$ cat config.mk
export PLATFORM = sky130hd
export DESIGN_NAME = pcpi_dispatch_flat
export DESIGN_NICKNAME = d
export VERILOG_FILES = /design/src/rtl/pcpi_pkg.sv /design/src/rtl/pcpi_dispatch_if.sv /design/src/rtl/pcpi_decode.sv /design/src/rtl/pcpi_dispatch.sv /design/src/flat_wrapper.sv
export SDC_FILE = /design/constraint.sdc
export NUM_CORES = 1
export LEC_CHECK = 0
export CAP_MARGIN = 20
export CORE_AREA = 2 2 153 155
export CTS_BUF_LIST = sky130_fd_sc_hd__clkbuf_4
export DETAILED_ROUTE_END_ITERATION = 10
export DIE_AREA = 0 0 155 157
export PLACE_DENSITY = 0.75
export SLEW_MARGIN = 20
export SYNTH_ARGS = -nofsm -noshare
export SYNTH_HDL_FRONTEND = slang
export SYNTH_SLANG_ARGS = --single-unit
export TNS_END_PERCENT = 5
$ cat constraint.sdc
create_clock -name clk -period 3.2 [get_ports clk]
set_input_delay 0.64 -clock clk [delete_from_list [all_inputs] [get_ports clk]]
set_output_delay 0.64 -clock clk [all_outputs]
set_load 0.05 [all_outputs]
$ cat src/rtl/pcpi_pkg.sv
// Shared types and constants for the PCPI dispatch block.
//   state_t  : dispatcher FSM states
//   target_t : which co-processor unit an instruction belongs to
//   OPC_OP / F7_MULDIV : RV32 OP opcode and the MULDIV funct7
package pcpi_pkg;

    typedef enum logic [1:0] {
        ST_IDLE,
        ST_ISSUE,
        ST_RESP,
        ST_DRAIN
    } state_t;

    typedef enum logic [1:0] {
        TGT_NONE,
        TGT_M,
        TGT_CUSTOM
    } target_t;

    localparam logic [6:0] OPC_OP    = 7'b0110011;
    localparam logic [6:0] F7_MULDIV = 7'b0000001;

endpackage

$ cat src/rtl/pcpi_dispatch_if.sv
// Bundle of all handshake/data signals around the dispatcher.
//   pcpi_* : core request (valid/insn/rs1/rs2) and response (wr/rd/wait/ready)
//   m_*    : request to / response from the M unit
//   c_*    : request to / response from the custom unit
//   timeout_err : sticky abort flag
// Modports:
//   slave  : the dispatcher itself
//   master : the environment (core plus both units)
interface pcpi_dispatch_if;

    logic        pcpi_valid;
    logic [31:0] pcpi_insn;
    logic [31:0] pcpi_rs1;
    logic [31:0] pcpi_rs2;
    logic        pcpi_wr;
    logic [31:0] pcpi_rd;
    logic        pcpi_wait;
    logic        pcpi_ready;

    logic        m_valid;
    logic [31:0] m_instruction;
    logic [31:0] m_rs1;
    logic [31:0] m_rs2;
    logic        m_wr;
    logic [31:0] m_rd;
    logic        m_busy;
    logic        m_ready;

    logic        c_valid;
    logic [31:0] c_instruction;
    logic [31:0] c_rs1;
    logic [31:0] c_rs2;
    logic        c_wr;
    logic [31:0] c_rd;
    logic        c_busy;
    logic        c_ready;

    logic        timeout_err;

    modport slave (
        input  pcpi_valid, pcpi_insn, pcpi_rs1, pcpi_rs2,
        output pcpi_wr, pcpi_rd, pcpi_wait, pcpi_ready,
        output m_valid, m_instruction, m_rs1, m_rs2,
        input  m_wr, m_rd, m_busy, m_ready,
        output c_valid, c_instruction, c_rs1, c_rs2,
        input  c_wr, c_rd, c_busy, c_ready,
        output timeout_err
    );

    modport master (
        output pcpi_valid, pcpi_insn, pcpi_rs1, pcpi_rs2,
        input  pcpi_wr, pcpi_rd, pcpi_wait, pcpi_ready,
        input  m_valid, m_instruction, m_rs1, m_rs2,
        output m_wr, m_rd, m_busy, m_ready,
        input  c_valid, c_instruction, c_rs1, c_rs2,
        output c_wr, c_rd, c_busy, c_ready,
        input  timeout_err
    );

endinterface

$ cat src/rtl/pcpi_decode.sv
// Pure combinational instruction classifier.
//   insn   : 32-bit instruction word
//   target : TGT_M for RV32M ops, TGT_CUSTOM for CUSTOM_OPCODE, else TGT_NONE
module pcpi_decode
    import pcpi_pkg::*;
#(
    parameter logic [6:0] CUSTOM_OPCODE = 7'b0001011
) (
    input  logic [31:0] insn,
    output target_t     target
);

    // Middle fields do not influence the routing decision.
    logic insn_unused;
    assign insn_unused = ^insn[24:7];

    always_comb begin
        target = TGT_NONE;
        if (insn[6:0] == OPC_OP && insn[31:25] == F7_MULDIV)
            target = TGT_M;
        else if (insn[6:0] == CUSTOM_OPCODE)
            target = TGT_CUSTOM;
    end

endmodule

$ cat src/rtl/pcpi_dispatch.sv
// Routes PCPI requests from the core to either the M unit or the custom unit,
// returns the unit's result for exactly one cycle, and aborts a unit that
// takes longer than TIMEOUT_CYCLES.
//   clk, reset : rising-edge clock, synchronous active-high reset
//   bus        : pcpi_dispatch_if slave modport (core, M unit, custom unit,
//                sticky timeout_err)
module pcpi_dispatch
    import pcpi_pkg::*;
#(
    parameter int unsigned TIMEOUT_CYCLES = 64,
    parameter logic [6:0]  CUSTOM_OPCODE  = 7'b0001011
) (
    input logic           clk,
    input logic           reset,
    pcpi_dispatch_if.slave bus
);

    if (TIMEOUT_CYCLES < 2 || TIMEOUT_CYCLES > 1024) begin : g_bad_timeout
        $error("pcpi_dispatch: TIMEOUT_CYCLES out of range 2..1024");
    end
    if (CUSTOM_OPCODE == OPC_OP) begin : g_bad_opcode
        $error("pcpi_dispatch: CUSTOM_OPCODE collides with OP opcode");
    end

    localparam int unsigned CW = (TIMEOUT_CYCLES > 2) ? $clog2(TIMEOUT_CYCLES) : 1;
    localparam logic [CW-1:0] CNT_LAST = CW'(TIMEOUT_CYCLES - 1);

    state_t        state, state_n;
    target_t       cls, tgt;
    logic [31:0]   insn_q, rs1_q, rs2_q, rd_q;
    logic          wr_q;
    logic [CW-1:0] cnt;
    logic          err_q;

    logic          claim, done, expire;
    logic          tgt_ready, tgt_wr;
    logic [31:0]   tgt_rd;
    logic          issue_m, issue_c, in_resp;

    // Busy lines carry no functional meaning for this block.
    logic busy_unused;
    assign busy_unused = bus.m_busy | bus.c_busy;

    pcpi_decode #(.CUSTOM_OPCODE(CUSTOM_OPCODE)) u_decode (
        .insn   (bus.pcpi_insn),
        .target (cls)
    );

    // Only the latched target's response is visible; the other unit is ignored.
    always_comb begin
        tgt_ready = 1'b0;
        tgt_wr    = 1'b0;
        tgt_rd    = '0;
        case (tgt)
            TGT_M: begin
                tgt_ready = bus.m_ready;
                tgt_wr    = bus.m_wr;
                tgt_rd    = bus.m_rd;
            end
            TGT_CUSTOM: begin
                tgt_ready = bus.c_ready;
                tgt_wr    = bus.c_wr;
                tgt_rd    = bus.c_rd;
            end
            default: ;
        endcase
    end

    always_ff @(posedge clk) begin
        if (reset)
            state <= ST_IDLE;
        else
            state <= state_n;
    end

    always_comb begin
        state_n = state;
        claim   = 1'b0;
        done    = 1'b0;
        expire  = 1'b0;
        case (state)
            ST_IDLE: begin
                if (!reset && bus.pcpi_valid && cls != TGT_NONE) begin
                    claim   = 1'b1;
                    state_n = ST_ISSUE;
                end
            end
            ST_ISSUE: begin
                // A ready arriving on the expiry cycle still counts as success.
                if (tgt_ready) begin
                    done    = 1'b1;
                    state_n = ST_RESP;
                end else if (cnt == CNT_LAST) begin
                    expire  = 1'b1;
                    state_n = ST_RESP;
                end
            end
            ST_RESP:  state_n = ST_DRAIN;
            ST_DRAIN: if (!bus.pcpi_valid) state_n = ST_IDLE;
            default:  state_n = ST_IDLE;
        endcase
    end

    always_ff @(posedge clk) begin
        if (reset) begin
            tgt    <= TGT_NONE;
            insn_q <= '0;
            rs1_q  <= '0;
            rs2_q  <= '0;
            rd_q   <= '0;
            wr_q   <= 1'b0;
            cnt    <= '0;
            err_q  <= 1'b0;
        end else begin
            if (claim) begin
                tgt    <= cls;
                insn_q <= bus.pcpi_insn;
                rs1_q  <= bus.pcpi_rs1;
                rs2_q  <= bus.pcpi_rs2;
                cnt    <= '0;
            end else if (state == ST_ISSUE) begin
                cnt <= cnt + 1'b1;
            end
            if (done) begin
                wr_q <= tgt_wr;
                rd_q <= tgt_rd;
            end else if (expire) begin
                wr_q  <= 1'b0;
                rd_q  <= '0;
                err_q <= 1'b1;
            end
        end
    end

    assign issue_m = (state == ST_ISSUE) && (tgt == TGT_M);
    assign issue_c = (state == ST_ISSUE) && (tgt == TGT_CUSTOM);
    assign in_resp = (state == ST_RESP);

    assign bus.pcpi_wait  = claim || (state == ST_ISSUE);
    assign bus.pcpi_ready = in_resp;
    assign bus.pcpi_wr    = in_resp && wr_q;
    assign bus.pcpi_rd    = in_resp ? rd_q : '0;

    assign bus.m_valid       = issue_m;
    assign bus.m_instruction = issue_m ? insn_q : '0;
    assign bus.m_rs1         = issue_m ? rs1_q  : '0;
    assign bus.m_rs2         = issue_m ? rs2_q  : '0;

    assign bus.c_valid       = issue_c;
    assign bus.c_instruction = issue_c ? insn_q : '0;
    assign bus.c_rs1         = issue_c ? rs1_q  : '0;
    assign bus.c_rs2         = issue_c ? rs2_q  : '0;

    assign bus.timeout_err = err_q;

endmodule

$ cat src/flat_wrapper.sv
// flat-port wrapper written by rule: the top's interface ports become plain ports
module pcpi_dispatch_flat import pcpi_pkg::*;
#(
    parameter int unsigned TIMEOUT_CYCLES = 64,
    parameter logic [6:0]  CUSTOM_OPCODE  = 7'b0001011
)
  (clk, reset, bus_pcpi_valid, bus_pcpi_insn, bus_pcpi_rs1, bus_pcpi_rs2, bus_pcpi_wr, bus_pcpi_rd, bus_pcpi_wait, bus_pcpi_ready, bus_m_valid, bus_m_instruction, bus_m_rs1, bus_m_rs2, bus_m_wr, bus_m_rd, bus_m_busy, bus_m_ready, bus_c_valid, bus_c_instruction, bus_c_rs1, bus_c_rs2, bus_c_wr, bus_c_rd, bus_c_busy, bus_c_ready, bus_timeout_err);
  pcpi_dispatch_if bus_i ();
  input logic clk;
  input logic reset;
  input wire logic [$bits(bus_i.pcpi_valid)-1:0] bus_pcpi_valid;
  input wire logic [$bits(bus_i.pcpi_insn)-1:0] bus_pcpi_insn;
  input wire logic [$bits(bus_i.pcpi_rs1)-1:0] bus_pcpi_rs1;
  input wire logic [$bits(bus_i.pcpi_rs2)-1:0] bus_pcpi_rs2;
  output wire logic [$bits(bus_i.pcpi_wr)-1:0] bus_pcpi_wr;
  output wire logic [$bits(bus_i.pcpi_rd)-1:0] bus_pcpi_rd;
  output wire logic [$bits(bus_i.pcpi_wait)-1:0] bus_pcpi_wait;
  output wire logic [$bits(bus_i.pcpi_ready)-1:0] bus_pcpi_ready;
  output wire logic [$bits(bus_i.m_valid)-1:0] bus_m_valid;
  output wire logic [$bits(bus_i.m_instruction)-1:0] bus_m_instruction;
  output wire logic [$bits(bus_i.m_rs1)-1:0] bus_m_rs1;
  output wire logic [$bits(bus_i.m_rs2)-1:0] bus_m_rs2;
  input wire logic [$bits(bus_i.m_wr)-1:0] bus_m_wr;
  input wire logic [$bits(bus_i.m_rd)-1:0] bus_m_rd;
  input wire logic [$bits(bus_i.m_busy)-1:0] bus_m_busy;
  input wire logic [$bits(bus_i.m_ready)-1:0] bus_m_ready;
  output wire logic [$bits(bus_i.c_valid)-1:0] bus_c_valid;
  output wire logic [$bits(bus_i.c_instruction)-1:0] bus_c_instruction;
  output wire logic [$bits(bus_i.c_rs1)-1:0] bus_c_rs1;
  output wire logic [$bits(bus_i.c_rs2)-1:0] bus_c_rs2;
  input wire logic [$bits(bus_i.c_wr)-1:0] bus_c_wr;
  input wire logic [$bits(bus_i.c_rd)-1:0] bus_c_rd;
  input wire logic [$bits(bus_i.c_busy)-1:0] bus_c_busy;
  input wire logic [$bits(bus_i.c_ready)-1:0] bus_c_ready;
  output wire logic [$bits(bus_i.timeout_err)-1:0] bus_timeout_err;
  assign bus_i.pcpi_valid = bus_pcpi_valid;
  assign bus_i.pcpi_insn = bus_pcpi_insn;
  assign bus_i.pcpi_rs1 = bus_pcpi_rs1;
  assign bus_i.pcpi_rs2 = bus_pcpi_rs2;
  assign bus_pcpi_wr = bus_i.pcpi_wr;
  assign bus_pcpi_rd = bus_i.pcpi_rd;
  assign bus_pcpi_wait = bus_i.pcpi_wait;
  assign bus_pcpi_ready = bus_i.pcpi_ready;
  assign bus_m_valid = bus_i.m_valid;
  assign bus_m_instruction = bus_i.m_instruction;
  assign bus_m_rs1 = bus_i.m_rs1;
  assign bus_m_rs2 = bus_i.m_rs2;
  assign bus_i.m_wr = bus_m_wr;
  assign bus_i.m_rd = bus_m_rd;
  assign bus_i.m_busy = bus_m_busy;
  assign bus_i.m_ready = bus_m_ready;
  assign bus_c_valid = bus_i.c_valid;
  assign bus_c_instruction = bus_i.c_instruction;
  assign bus_c_rs1 = bus_i.c_rs1;
  assign bus_c_rs2 = bus_i.c_rs2;
  assign bus_i.c_wr = bus_c_wr;
  assign bus_i.c_rd = bus_c_rd;
  assign bus_i.c_busy = bus_c_busy;
  assign bus_i.c_ready = bus_c_ready;
  assign bus_timeout_err = bus_i.timeout_err;
  pcpi_dispatch #(.TIMEOUT_CYCLES(TIMEOUT_CYCLES), .CUSTOM_OPCODE(CUSTOM_OPCODE)) u_core (.clk(clk), .reset(reset), .bus(bus_i));
endmodule
Yosys cells after proc, flatten, opt, wreduce, memory -nomap -nowiden. Index checks and enable logic that the tools add are counted.

Bits in registers: 140. Logic and storage cells: 65.

Reduce and logical (&&, ||, !) cells: 14. Add/subtract/negate cells: 1. Muxes and demuxes: 28. Bitwise operators: 1. Eq/ne operators: 12.

Operator list (count): 32-bit 2-to-1 mux (9); 32-bit one-hot mux with 2 select lines (1); 2-bit 2-to-1 mux (6); 1-bit 2-to-1 mux (9); 2-bit one-hot mux with 4 select lines (1); 7-bit by 1-bit == test with 1-bit output, second input constant (1); 7-bit by 4-bit == test with 1-bit output, second input constant (1); 7-bit by 6-bit == test with 1-bit output, second input constant (1); 6-bit by 1-bit adder with 6-bit output, second input constant (1); 2-bit == test, second input constant (3); 6-bit == test, second input constant (1); 1-bit logical AND (6); 2-bit by 1-bit == test with 1-bit output, second input constant (2); 1-bit one-hot mux with 2 select lines (2); 2-bit nonzero test (2); 3-bit by 1-bit != test with 1-bit output, second input constant (1); 3-bit AND reduction (1); 2-bit zero test (1); 2-bit by 1-bit != test with 1-bit output, second input constant (1); 2-bit != test, second input constant (1); 2-bit AND reduction (1); 2-bit OR reduction (1); 1-bit zero test (1); 1-bit logical OR (1); 1-bit inverter (1).

Depth between registers and ports, before layout. Gate-level depths: netlist of run 1.

Word-level depth: 8. Gate-level depth with buffers: 8.

Hierarchy. Synthesis of run 1 repeated with hierarchy kept, for this count alone.

Cells, all modules: 956. Area total of the unflattened synthesis: 7169.4 um2.

Modules (own cells, without submodules): pcpi_dispatch (cells an instance 949, instances 1, area each 7109.3 um2, sequential area each 2802.7 um2); pcpi_decode (cells an instance 7, instances 1, area each 60.1 um2, sequential area each 0.0 um2).

Worst setup path after synthesis of run 1. OpenSTA, ideal clock, no wires.

Path type: input to output. Start: input reset. End: output bus_pcpi_wait. Path slack: 0.576 ns. Cell stages on the path: 7. Required time: 2.560 ns. Data arrival time: 1.984 ns. Cells stage by stage: buf_2 nor4b_2 and4_1 o21ai_1 buf_4 buf_2 nand2_1.

Cells in the longest elaborated chain, start to end: 6.

Ends and longest elaborated chain: from (decl) (RTL line flat_wrapper.sv:10) `input logic reset;`; 1-bit zero test (RTL line pcpi_dispatch.sv:83) `if (!reset && bus.pcpi_valid && cls != TGT_NONE) begin`; 1-bit logical AND (2 in a row) (RTL line pcpi_dispatch.sv:83); 1-bit 2-to-1 mux (RTL line pcpi_dispatch.sv:83); 1-bit 2-to-1 mux (RTL line pcpi_dispatch.sv:81) `case (state)`; 1-bit logical OR (RTL line pcpi_dispatch.sv:139) `assign bus.pcpi_wait = claim || (state == ST_ISSUE);`; to (decl) (RTL line flat_wrapper.sv:17) `output wire logic [$bits(bus_i.pcpi_wait)-1:0] bus_pcpi_wait;`.

No other way between the ends.

Worst setup path in the final report of run 1.
Start: register u_core.state[1]. End: output bus_m_instruction[30].

Cells in the longest elaborated chain, start to end: 3.

Ends and longest elaborated chain: from (decl) (RTL line pcpi_dispatch.sv:28) `state_t state, state_n;`; from (signal assigned) (RTL line pcpi_dispatch.sv:73) `state <= state_n;`; 2-bit by 1-bit == test with 1-bit output (RTL line pcpi_dispatch.sv:135) `assign issue_m = (state == ST_ISSUE) && (tgt == TGT_M);`; 1-bit logical AND (RTL line pcpi_dispatch.sv:135); 32-bit 2-to-1 mux (RTL line pcpi_dispatch.sv:145) `assign bus.m_instruction = issue_m ? insn_q : '0;`; to (decl) (RTL line flat_wrapper.sv:20) `output wire logic [$bits(bus_i.m_instruction)-1:0] bus_m_instruction;`.

No other way between the ends.

==> results of run 1 <==
## metal layers
layer	routed length, um	global-route usage (%)	vias to the layer above
li1	-	-	3789
met1	10900	24.6	3542
met2	12800	34.7	306
met3	2030	5.92	30
met4	459	5.86	0
met5	0	0	-
## per-stage QoR
step | hold WS [ps] | cell area (um2)
floorplan | 436 | 6930
global placement | 444 | 10700
detailed placement | 450 | 10700
CTS | 282 | 10900
global route | 290 | 11100
finish | 347 | 11100
## state kept, by name, indices dropped and copies added, names as in the netlist
name / flops
u_core.bus.timeout_err: 1
u_core.cnt: 6
u_core.insn_q: 32
u_core.rd_q: 32
u_core.rs1_q: 32
u_core.rs2_q: 32
u_core.state: 2
u_core.tgt: 2
u_core.wr_q: 1
## final cells by class
| class | count | area share, % |
|---|---|---|
| Clock inverter | 13 | 1.06 |
| Tap cell | 285 | 3.22 |
| Antenna cell | 2 | 0.0452 |
| Sequential cell | 140 | 25.3 |
| Clock buffer | 19 | 1.29 |
| Timing Repair Buffer | 417 | 35.2 |
| Multi-Input combinational cell | 663 | 33.7 |
| Inverter | 5 | 0.169 |
## repair_timing
action                                  in CTS  in global routing
endpoints found under the hold margin        0                  0
buffers inserted                             1                  0
gates resized for setup                      4                 48
endpoints found under the setup margin      36                 51
## path summary, 6_finish.rpt
| kind | endpoint | slack, ps |
|---|---|---|
| setup / recovery | bus_m_instruction[30] | 170 |
| hold / removal | u_core.rs2_q[22] | 350 |
| setup reg to reg | u_core.rd_q[30] | 720 |
| hold reg to reg | u_core.insn_q[28] | 460 |
## power breakdown
| group | total, uW | internal (uW) | switching [uW] | leakage (uW) |
|---|---|---|---|---|
| Sequential | 1770 | 1750 | 13.3 | 0.00113 |
| Combinational | 666 | 312 | 354 | 0.00459 |
| Clock | 1100 | 406 | 696 | 0.000133 |
| Total | 3540 | 2470 | 1060 | 0.00585 |
## worst max-delay path, cell delays in order, from the launching register on
cell and delay, ps:
dfxtp_1 370, inv_1 120, ha_4 390, buf_16 330
and3_1 310, buf_4 230
## cell families after synthesis
logic type / Yosys count / share of synthesized area [%]
flops: 140 / 40.4
fa+ha+maj: 7 / 1.26
simple gates: 481 / 35.3
mux: 2 / 0.289
xor+xnor: 5 / 0.632
buf+inv: 101 / 6.80
compound gates: 168 / 15.3
## cell usage after synthesis, types with 2 or more instances
master      n
a21oi_1    93
inv_1       5
clkbuf_1   74
and3_1    192
nand2b_1    2
nor4bb_1    2
mux2i_1     2
ha_1        7
dfxtp_1   140
buf_2      11
o31ai_1     2
nor2_1     44
nor3_1      7
nand2_1   188
xnor2_1     2
a22oi_1    34
buf_6      10
xor2_1      3
nand4_1     2
o21ai_1     2
a22o_1     33
and2_1     37
==> results.sh, run 1 <==
export IMPL_status="complete, no violations"
export IMPL_seq_area_frac_synth_pct=40.4
export IMPL_seq_area_mm2=0.00280
export IMPL_synth_edf_count=0
export IMPL_fin_crit_sh_pct=94.8
export IMPL_htree_num_levels=4
export IMPL_drc=0
export IMPL_cts_buffers=17
export IMPL_final_cell_mix="193 x buf_4, 191 x and3_1, 188 x nand2_1"
export IMPL_die_area_mm2=0.0243
export IMPL_synth_seq_cells=140
export IMPL_chipWidth_um=155
export IMPL_worstPathMaxFanout=135
export IMPL_clk_insertion_delay_late_ps=540
export IMPL_tightest_slew_ps=846
export IMPL_arrival_ps=2390
export IMPL_hold_viol_final=0
export IMPL_worst_slack_ps=165
export IMPL_worstHoldStart="reset"
export IMPL_place_ws_ps=-24.0
export IMPL_vias_per_cell=4.97
export IMPL_wl_per_cell_um=17.0
export IMPL_track_usage_pct=20.2
export IMPL_hold_class="in2reg"
export IMPL_ios=399
export IMPL_finalPower_uw=3540
export IMPL_min_period_ps=3030
export IMPL_synth_ff_type="dfxtp_1"
export IMPL_fill_cells=2177
export IMPL_leakagePower_uw=0.00585
export IMPL_layout_drive_gt1_share_pct=19.3
export IMPL_cts_sinks=140
export IMPL_final_nets=1420
export IMPL_final_util_pct=49.2
export IMPL_drt_total_wl_mm=26.2
export IMPL_ys_warn_count=0
export IMPL_yosys_cell_types_count=34
export IMPL_yosys_top_cells_area="dfxtp_1 40%, and3_1 17%, nand2_1 10%"
export IMPL_clk_pin_slew_worst_paths_ps=130
export IMPL_drv_slew=0
export IMPL_hold_depth=2
export IMPL_synth_nets=1080
export IMPL_maxSlewHeadroom_pct=43.6
export IMPL_grt_first_pass_wirelength_mm=39.1
export IMPL_grt_pass1_vias=7235
export IMPL_yosys_area_top_type_share_pct=40.4
export IMPL_antenna_found_initial=3
export IMPL_syn_inst=904
export IMPL_die_h_um=157
export IMPL_skew_ps=22.5
export IMPL_area_delta_synth_final_pct=59.7
export IMPL_vias=7667
export IMPL_initial_core_util_pct=30.8
export IMPL_first_pass_iters=5
export IMPL_setup_viol=0
export IMPL_power_density_mw_per_mm2=319
export IMPL_setup_worst_path_class="reg2out"
export IMPL_syn_cell_area_mm2=0.00693
export IMPL_dp_cells=1509
export IMPL_multi_input_area_mm2=0.00373
export IMPL_tritoncts="built"
export IMPL_grt_ovfl_total=0
export IMPL_drt_iter0_markers=555
export IMPL_max_freq_ghz=0.330
export IMPL_cp_required_ps=2560
export IMPL_hold_buffers=0
export IMPL_root_buffer="clkbuf_4"
export IMPL_grt_start_max_net_pins=136
export IMPL_row_count=55
export IMPL_portBuffers=396
export IMPL_startpoint="u_core.state[1]"
export IMPL_synth_async_reset_ratio_pct=0
export IMPL_dpl_hpwl_mm=18.0
export IMPL_fin_tns_setup_ps=0
export IMPL_r2r_start="u_core.tgt[1]"
export IMPL_mostFrequentLayoutCell="buf_4"
export IMPL_endpoint_kind="output port"
export IMPL_rsz0062_at_grt="yes"
export IMPL_start_kind="register"
export IMPL_ir_drop_mv=0.207
export IMPL_gp_congestion=0.770
export IMPL_yosys_area_top_type="dfxtp_1"
export IMPL_cts_buffer_depth=2
export IMPL_antenna_left=0
export IMPL_avgSynthCellArea_um2=7.67
export IMPL_coreArea_mm2=0.0225
export IMPL_maxCapViolations=0
export IMPL_final_cells=1544
export IMPL_r2r_cells=9
No activity file was read; power rests on OpenSTA's default activity.
==> run 2, diff against run 1 <==
CORE_AREA = default   (was 2 2 153 155)
CORE_MARGIN = 1   (was default)
CORE_UTILIZATION = 30   (was default)
DIE_AREA = default   (was 0 0 155 157)
PLACE_DENSITY = 0.74   (was 0.75)
==> results.sh, run 2 (synthesis results as in run 1) <==
export IMPL_use_met1_pct=24.5
export IMPL_grt_start_max_net_pins=125
export IMPL_hold_viol_final=0
export IMPL_htree_num_levels=4
export IMPL_met2_usage_pct=37.0
export IMPL_cp_required_ps=2560
export IMPL_worstHoldStart="u_core.rs1_q[7]"
export IMPL_start_kind="register"
export IMPL_cts_sinks=140
export IMPL_drv_slew=0
export IMPL_final_util_pct=48.5
export IMPL_vias=7693
export IMPL_worstPathMaxFanout=68
export IMPL_critical_path_max_stage_delay_ps=570
export IMPL_cts_buffers=17
export IMPL_arrival_ps=2410
export IMPL_critPathTopFamily="buffers and inverters"
export IMPL_row_count=55
export IMPL_dpl_hpwl_mm=18.0
export IMPL_min_period_ps=3050
export IMPL_ios=399
export IMPL_cts_buffer_depth=2
export IMPL_die_h_um=154
export IMPL_maxCapViolations=0
export IMPL_drt_total_wl_mm=26.0
export IMPL_hold_buffers=0
export IMPL_track_usage_pct=20.9
export IMPL_intPower_uw=2380
export IMPL_layout_drive_gt1_share_pct=18.0
export IMPL_max_freq_ghz=0.327
export IMPL_power_density_mw_per_mm2=313
export IMPL_final_cell_mix="192 x and3_1, 188 x nand2_1, 180 x buf_4"
export IMPL_tritoncts="built"
export IMPL_seq_power_share_pct=51.6
export IMPL_tightest_slew_ps=720
export IMPL_grt_util_met3_pct=5.55
export IMPL_maxSlewHeadroom_pct=52.0
export IMPL_startpoint="u_core.tgt[1]"
export IMPL_p_sw_share_pct=30.7
export IMPL_rsz0062_at_grt="yes"
export IMPL_gp_congestion=0.797
export IMPL_wl_per_cell_um=16.7
export IMPL_path_cells="inv_1 -> ha_4 -> and3_1 -> dlygate4sd2_1"
export IMPL_leakagePower_uw=0.00544
export IMPL_die_area_mm2=0.0237
export IMPL_place_ws_ps=154
export IMPL_r2r_start="u_core.tgt[1]"
export IMPL_chipWidth_um=154
export IMPL_mostFrequentLayoutCell="and3_1"
export IMPL_initial_core_util_pct=30.6
export IMPL_ir_drop_mv=0.253
export IMPL_root_buffer="clkbuf_4"
export IMPL_final_nets=1428
export IMPL_endpoint_kind="output port"
export IMPL_clk_pin_slew_worst_paths_ps=140
export IMPL_cpMaxStageDelayCell="ha_4"
export IMPL_drt_iter0_markers=428
export IMPL_first_pass_iters=5
export IMPL_p_switching_uw=1050
export IMPL_grt_pass1_vias=7297
export IMPL_antenna_left=0
export IMPL_setup_viol=0
export IMPL_final_cells=1553
export IMPL_antenna_found_initial=3
export IMPL_area_delta_synth_final_pct=58.3
export IMPL_grt_ovfl_total=0
export IMPL_p_clk_share_pct=29.8
export IMPL_worst_slack_ps=146
export IMPL_fin_tns_setup_ps=0
export IMPL_top_usage_layer="met2"
export IMPL_clk_insertion_delay_late_ps=520
export IMPL_portBuffers=396
export IMPL_skew_ps=27.1
export IMPL_crit_buf_inv=2
export IMPL_status="complete, no violations"
export IMPL_setup_worst_path_class="reg2out"
export IMPL_worst_hold_slack_ps=466
export IMPL_grt_first_pass_wirelength_mm=39.2
export IMPL_comb_power_share_pct=18.6
export IMPL_drc=0
export IMPL_coreArea_mm2=0.0226
export IMPL_fin_crit_sh_pct=95.4
export IMPL_hold_class="reg2reg"
export IMPL_dp_cells=1517
export IMPL_vias_per_cell=4.95
[run 2: cell count changes in the layout (fill, tap and decap cells not counted), sizes merged, moves of 2 or more]
| cell | delta |
|---|---|
| clkinv | -2 |
| buf | -14 |
| dlygate4sd2 | +56 |
| clkinvlp | +3 |
| dlymetal6s2s | -35 |
[run 2: timing repair]
item	4_1_cts	5_1_grt
pin swaps	0	1
resized for setup	60	12
endpoints found under the setup margin	82	13
buffers inserted	1	0
[run 2: metal layers]
layer	vias up	wire length, um
met5	-	0
li1	3800	-
met2	292	12600
met1	3570	11100
met3	31	1820
met4	0	457
[run 2: worst paths after layout]
check	end	slack, ps	cells past startpoint
setup / recovery	bus_m_rs1[27]	150	4
hold / removal	u_core.rs1_q[7]	470	2
hold reg to reg	u_core.rs1_q[7]	470	2
setup reg to reg	u_core.rd_q[27]	590	9
[run 2: cell type report]
class / count / area (um2)
multi-input cells: 663 / 3720
fillers: 2228 / 11700
diodes: 3 / 7.51
flip-flops and latches: 140 / 2800
well taps: 285 / 357
inverters: 5 / 18.8
clock buffers: 19 / 143
clock inverters: 13 / 92.6
repair buffers: 425 / 3830
[run 2: worst min-delay path: cells and delay by family (launching register included)]
| kind | cells | cell delay [ps] |
|---|---|---|
| flip-flops | 1 | 340 |
| AO/OA/AOI/OAI | 1 | 50 |
| AND/OR/NAND/NOR | 1 | 50 |
[run 2: stage by stage]
step                      cell area [um2]  power, uW
after floorplan                      6930       2100
after global placement              10800       2420
after detailed placement            10800       2440
after CTS                           10900       3490
after global routing                11000       3610
final                               11000       3430
[run 2: power by group through the flow]
stage / sequential [uW] / combinational, uW / clock, uW
finish: 1770 / 639 / 1020
global route: 1770 / 685 / 1150
CTS: 1770 / 637 / 1080
detailed placement: 1810 / 631 / 0
global placement: 1810 / 612 / 0
floorplan: 1800 / 296 / 0
